$ cat src/rtl/prog_loader_pkg.sv
// Shared types and constants for the framed instruction loader.
package prog_loader_pkg;

   localparam int unsigned BYTES_PER_WORD    = 4;
   localparam logic [7:0]  SYNC_BYTE_DEFAULT = 8'hA5;

   typedef enum logic [2:0] {
      IDLE,
      LEN_LO,
      LEN_HI,
      DATA,
      CHK,
      DONE,
      ERROR
   } state_e;

endpackage

$ cat src/rtl/prog_loader_word_assembler.sv
// Collects little-endian bytes into a word and pulses word_complete_o
// one cycle after the last byte of each word.
module prog_loader_word_assembler
   import prog_loader_pkg::*;
#(
   parameter int unsigned DATA_WIDTH = 32
) (
   input  logic                  clk,
   input  logic                  rst,
   input  logic                  clr_i,
   input  logic                  byte_en_i,
   input  logic [7:0]            byte_i,
   output logic [DATA_WIDTH-1:0] word_o,
   output logic                  word_complete_o,
   output logic                  last_slot_c
);

   localparam int unsigned CNT_W = $clog2(BYTES_PER_WORD);

   logic [DATA_WIDTH-1:0] word_q, word_d;
   logic [CNT_W-1:0]      cnt_q, cnt_d;
   logic                  done_q, done_d;

   assign last_slot_c = (cnt_q == CNT_W'(BYTES_PER_WORD - 1));

   // Shift right so the first byte of a word ends up in the low lane.
   always_comb begin
      word_d = word_q;
      cnt_d  = cnt_q;
      done_d = 1'b0;
      if (clr_i) begin
         word_d = '0;
         cnt_d  = '0;
      end else if (byte_en_i) begin
         word_d = {byte_i, word_q[DATA_WIDTH-1:8]};
         cnt_d  = cnt_q + CNT_W'(1);
         done_d = last_slot_c;
      end
   end

   always_ff @(posedge clk) begin
      if (rst) begin
         word_q <= '0;
         cnt_q  <= '0;
         done_q <= 1'b0;
      end else begin
         word_q <= word_d;
         cnt_q  <= cnt_d;
         done_q <= done_d;
      end
   end

   assign word_o          = word_q;
   assign word_complete_o = done_q;

endmodule

$ cat src/rtl/prog_loader.sv
// Framed byte-stream loader: SYNC, LEN_LO, LEN_HI, LEN words, XOR checksum;
// writes each assembled word to instruction memory at consecutive addresses.
module prog_loader
   import prog_loader_pkg::*;
#(
   parameter int unsigned DATA_WIDTH = 32,
   parameter int unsigned MEM_DEPTH  = 64,
   parameter int unsigned ADDR_WIDTH = 32,
   parameter logic [7:0]  SYNC_BYTE  = SYNC_BYTE_DEFAULT,
   localparam int unsigned WL_W      = $clog2(MEM_DEPTH + 1)
) (
   input  logic                  clk,
   input  logic                  rst,
   input  logic                  byte_valid,
   input  logic [7:0]            byte_data,
   output logic                  byte_ready,
   input  logic                  restart,
   output logic                  prog_ready,
   output logic                  w_en,
   output logic [ADDR_WIDTH-1:0] w_addr,
   output logic [DATA_WIDTH-1:0] instruction,
   output logic                  load_done,
   output logic                  load_error,
   output logic [WL_W-1:0]       words_loaded
);

   state_e                state_q, state_d;
   logic [7:0]            chk_q, chk_d;
   logic [15:0]           len_q, len_d;
   logic [WL_W-1:0]       words_q, words_d;
   logic [ADDR_WIDTH-1:0] w_addr_q, w_addr_d;
   logic                  byte_ready_q, byte_ready_d;
   logic                  prog_ready_q, prog_ready_d;
   logic                  done_q, done_d;
   logic                  err_q, err_d;

   logic        xfer_c;
   logic        sync_c;
   logic        data_byte_c;
   logic        last_slot_c;
   logic [15:0] len_full_c;

   assign xfer_c      = byte_valid && byte_ready_q;
   assign sync_c      = (state_q == IDLE) && xfer_c && (byte_data == SYNC_BYTE);
   assign data_byte_c = (state_q == DATA) && xfer_c;
   assign len_full_c  = {byte_data, len_q[7:0]};

   prog_loader_word_assembler #(
      .DATA_WIDTH (DATA_WIDTH)
   ) u_asm (
      .clk             (clk),
      .rst             (rst),
      .clr_i           (sync_c),
      .byte_en_i       (data_byte_c),
      .byte_i          (byte_data),
      .word_o          (instruction),
      .word_complete_o (w_en),
      .last_slot_c     (last_slot_c)
   );

   // Next-state, checksum, length and address bookkeeping.
   always_comb begin
      state_d  = state_q;
      chk_d    = chk_q;
      len_d    = len_q;
      words_d  = words_q;
      w_addr_d = w_addr_q;
      done_d   = done_q;
      err_d    = err_q;

      case (state_q)
         IDLE: begin
            if (sync_c) begin
               state_d = LEN_LO;
               chk_d   = '0;
               len_d   = '0;
               words_d = '0;
               done_d  = 1'b0;
               err_d   = 1'b0;
            end
         end
         LEN_LO: begin
            if (xfer_c) begin
               len_d   = {8'h00, byte_data};
               chk_d   = chk_q ^ byte_data;
               state_d = LEN_HI;
            end
         end
         LEN_HI: begin
            if (xfer_c) begin
               len_d = len_full_c;
               chk_d = chk_q ^ byte_data;
               if (len_full_c > 16'(MEM_DEPTH)) begin
                  state_d = ERROR;
                  err_d   = 1'b1;
               end else if (len_full_c == 16'd0) begin
                  state_d = CHK;
               end else begin
                  state_d = DATA;
               end
            end
         end
         DATA: begin
            if (xfer_c) begin
               chk_d = chk_q ^ byte_data;
               if (last_slot_c) begin
                  w_addr_d = ADDR_WIDTH'(words_q) * ADDR_WIDTH'(BYTES_PER_WORD);
                  words_d  = words_q + WL_W'(1);
                  if (16'(words_q) + 16'd1 == len_q) begin
                     state_d = CHK;
                  end
               end
            end
         end
         CHK: begin
            if (xfer_c) begin
               if (byte_data == chk_q) begin
                  state_d = DONE;
                  done_d  = 1'b1;
               end else begin
                  state_d = ERROR;
                  err_d   = 1'b1;
               end
            end
         end
         DONE, ERROR: begin
            if (restart) begin
               state_d = IDLE;
            end
         end
         default: state_d = IDLE;
      endcase

      byte_ready_d = (state_d != DONE) && (state_d != ERROR);
      prog_ready_d = (state_d != IDLE) && (state_d != DONE) && (state_d != ERROR);
   end

   always_ff @(posedge clk) begin
      if (rst) begin
         state_q      <= IDLE;
         chk_q        <= '0;
         len_q        <= '0;
         words_q      <= '0;
         w_addr_q     <= '0;
         byte_ready_q <= 1'b1;
         prog_ready_q <= 1'b0;
         done_q       <= 1'b0;
         err_q        <= 1'b0;
      end else begin
         state_q      <= state_d;
         chk_q        <= chk_d;
         len_q        <= len_d;
         words_q      <= words_d;
         w_addr_q     <= w_addr_d;
         byte_ready_q <= byte_ready_d;
         prog_ready_q <= prog_ready_d;
         done_q       <= done_d;
         err_q        <= err_d;
      end
   end

   assign byte_ready   = byte_ready_q;
   assign prog_ready   = prog_ready_q;
   assign w_addr       = w_addr_q;
   assign load_done    = done_q;
   assign load_error   = err_q;
   assign words_loaded = words_q;

endmodule

$ cat config.mk
export PLATFORM = sky130hd
export DESIGN_NAME = prog_loader
export DESIGN_NICKNAME = d
export VERILOG_FILES = /design/src/rtl/prog_loader_pkg.sv /design/src/rtl/prog_loader_word_assembler.sv /design/src/rtl/prog_loader.sv
export SDC_FILE = /design/constraint.sdc
export NUM_CORES = 1
export LEC_CHECK = 0
export CAP_MARGIN = 20
export CELL_PAD_IN_SITES_DETAIL_PLACEMENT = 0
export CELL_PAD_IN_SITES_GLOBAL_PLACEMENT = 1
export CORE_UTILIZATION = 41
export DETAILED_ROUTE_END_ITERATION = 8
export DONT_BUFFER_PORTS = 1
export PLACE_DENSITY = 0.81
export SYNTH_ARGS = -nofsm -noshare
export SYNTH_HDL_FRONTEND = slang
export SYNTH_SLANG_ARGS = --single-unit
$ cat constraint.sdc
create_clock -name clk -period 2.5 [get_ports clk]
set_input_delay 0.625 -clock clk [delete_from_list [all_inputs] [get_ports clk]]
set_output_delay 0.625 -clock clk [all_outputs]
set_load 0.1 [all_outputs]
==> impl_results.md <==
* Post-route setup slack at 0.0500 ns
* Slew HR at 0.564
* Final layout net count at between 500 and 600
* Die width at around 100 µm
* Initial antenna violation count at 0
* Post-placement cell count at just over 600
* Max-cap viol count at 0
* # rows at 34
* Grt ovf at 0
* Fmax at 408 MHz
* Worst Reg-to-Reg Cells at 9
* Vias per cell at 5.33
* Setup slack, reg-to-reg at 0.05 ns
* Power Total at ~2.7 mW
* Mapped Area at between 3000 and 4000 µm²
* Diode count at 0
* Worst Hold Class: input pin to flip-flop
* Worst EP required at 2.74 ns
* Arrival time worst endpoint at between 2 and 3 ns
* Final ANT Viol Nets at 0
* Slew Viols, Final at 0
* Post-route clock period utilization at 0.980
* Worst path cell trace: ha_4 > or4b_4 > or4_4 > nor4_4 > o2111ai_2 > buf_4 > a211oi_4 > xnor2_1 > nor2_1
* Reg2Reg Launch Point: u_asm.cnt_q[0]$_SDFFE_PP0P_
* Pre-CTS setup slack at -0.156 ns
* Worst skew pair latency at 0.35 ns
* Clk buf depth at 2
* Worst Max-Slew Pin Slew at 0.652 ns
* Crit path largest cell delay at 0.45 ns
* CTS tree: yes
* RSZ-0062 raised after global routing: yes
* Slowest stage cell, crit path: or4b_4
* Pre-Repair DR Iteration Count at 7
* Class of the most critical setup path: flip-flop to flip-flop
* First-pass GRT wire length at 15.1 mm
* Post-route core utilization at 0.514
* Worst hold margin at 0.336 ns
* Library cells used by synthesis at 47
* Hold depth at 1
* Synth Area in Compound Gates at 0.177
* Die ar. at 9550 µm²
* Fillers at around 850
* CP startpoint kind: flip-flop
* Largest net degree at the start of global routing at 45
* Hold path start: rst
* Die Y at 97.7 µm
* Wire length per cell at 14.5 µm
* Main combinational cell family by area after synthesis: simple AND/OR/NAND/NOR gates
* Worst hold endpoint: words_loaded[6]$_SDFFE_PP0P_
* CTS H-tree depth at 3
* Final setup fails at 0
* Sink Count at 80
* Vias in the first global route at roughly 3000
* Peak supply drop at 0.311 mV
* Area Overhead vs Synth at 20.4%
* Critical R2R Capture: prog_ready$_SDFF_PP0_
* Hold Vio Cnt, Final at 0
* Dpl hpwl at 6.58 mm
* Seq/Total Area, Yosys at 0.426
* CP Max Fanout at 2
* Starting density of the core at 0.427
* Gpl congestion at 0.858
* Share of the synthesized area in the top cell type at 0.426
* I/O pin count at 88
* Mux share of post-synthesis cell area at 0
* Cell taking the most area after synthesis: dfxtp_1
* Clock transition at the registers of the reported paths at about 0.080 ns
* Post-route DRC at 16
* Crit path time final at 2.45 ns
* WL final at 9.29 mm
* Starting DRT DRC Count at 220
* Status: finished, violations left
* Total track usage at 0.197
* PortBufs at 0
* Synth Area in Simple Gates at 0.263
* Beginning of the critical path: u_asm.cnt_q[0]$_SDFFE_PP0P_
* Clock skew at between 0.008 and 0.009 ns
* Area of the multi-input gates at 1960 µm²
* Register Area at 1620 µm²
* Yosys warning count at 0
* Synth top area cells: dfxtp_1 43%, nand2_1 9.9%, a21oi_1 9.2%
* Total CTS buffers at 9
* Core area at 8810 µm²
* Vias at 3416
* Yosys reg bits at 80
* Synth Instances at 484
* Crit path capture type: flip-flop
* PwrDens at 596 nW/µm²
* Mapped Avg Cell Area at 7.76 µm²
* Root Driver: clkbuf_8
* Post-Synth XOR/XNOR Area at 0.0396
* Synth Area in Adders at 0.00666
* Pleak at roughly 1.7 nW
* Share of cells above drive strength 1 at 0.212
* Post-route insts no fill at 641
* Failing checks: DRC
-- critical path, delay by kind of cell (launching register included) --
kind,cells,cell delay (ns)
AOI/OAI and AO/OA,2,0.41
xor gates and xnor gates,1,0.16
adders and majority gates,1,0.13
buffers and inverters,1,0.18
DFF,1,0.36
and+or+nand+nor,4,1.12
-- where the power goes --
group          internal, mW  total [mW]  switching (mW)
combinational        0.0151       0.199           0.184
clock                 0.754        1.23           0.474
sequential             1.27        1.27        0.000271
-- cells in the mapped netlist (all sizes together) --
cell and instances:
a2111oi 1, a211o 2, a211oi 2, a21o 3
a21oi 70, a22oi 9, and2 1, and3 2
and3b 1, and4 1, buf 32, clkbuf 28
conb 1, dfxtp 80, ha 2, inv 1
nand2 99, nand2b 3, nand3 14, nand3b 12
nand4 5, nand4b 1, nor2 45, nor3 7
nor4 2, o2111ai 2, o211ai 1, o21a 1
o21ai 16, o21ba 1, o22ai 1, o31ai 2
o32ai 1, or2 4, or3 4, or3b 2
or4 6, or4b 2, xnor2 13, xor2 4
-- state kept, by name (all words and copies together), names as in the netlist --
signal                 cells
u_asm.cnt_q                2
prog_ready                 1
words_loaded               7
chk_q                      8
u_asm.word_complete_o      1
w_addr                     7
byte_ready                 1
load_error                 1
len_q                     16
u_asm.word_o              32
state_q                    3
load_done                  1
-- kinds of logic after synthesis --
family / after synthesis
simple gates: 211
compound gates: 112
flops: 80
buf+inv: 61
xor+xnor: 17
fa+ha+maj: 2
other cells: 1
-- metal layers --
metal / track usage / up-vias / share of wire
li1: - / 1688 / -
met1: 0.273 / 1609 / 0.46
met2: 0.302 / 114 / 0.46
met3: 0.0504 / 5 / 0.070
met4: 0.0606 / 0 / 0.0081
met5: 0 / - / 0
-- worst max-delay path by stage --
stage	endpoint	slack (ns)
floorplan	byte_ready$_SDFF_PP1_	-0.009
global placement	byte_ready$_SDFF_PP1_	-0.13
detailed placement	byte_ready$_SDFF_PP1_	-0.16
CTS	prog_ready$_SDFF_PP0_	0.02
global route	prog_ready$_SDFF_PP0_	-0.05
finish	prog_ready$_SDFF_PP0_	0.05
-- cell type report --
type | instances | area share
clock buffers | 12 | 0.0368
multi-input cells | 367 | 0.434
repair buffers | 69 | 0.117
inverters | 1 | 0.000830
flip-flops and latches | 80 | 0.359
well taps | 108 | 0.0299
clock inverters | 4 | 0.0219
-- repair_timing --
item / in CTS / in global routing
endpoints found under the setup margin: 2 / 2
hold buffers: 0 / 0
buffers inserted: 2 / 1
resized for setup: 0 / 7
pin swaps: 2 / 1
-- stage by stage --
step / TNS, ns / area, µm²
after global placement: -0.141 / 4200
after detailed placement: -0.198 / 4200
final: 0 / 4520
after floorplan: -0.00893 / 3880
after global routing: -0.0488 / 4520
after CTS: 0 / 4480
-- placed cells by master (no fill, tap or decap), types with 4 or more instances in the layout --
cell type / instances
a21oi_1: 69
a22oi_1: 9
buf_4: 68
clkbuf_8: 10
conb_1: 25
dfxtp_1: 70
dfxtp_2: 6
dfxtp_4: 4
nand2_1: 99
nand3_1: 14
nand3b_1: 12
nand4_1: 5
nor2_1: 44
nor3_1: 7
o21ai_0: 15
or2_2: 4
or3_1: 4
xnor2_1: 13
xor2_1: 4
(Power assumes the default switching activity.)
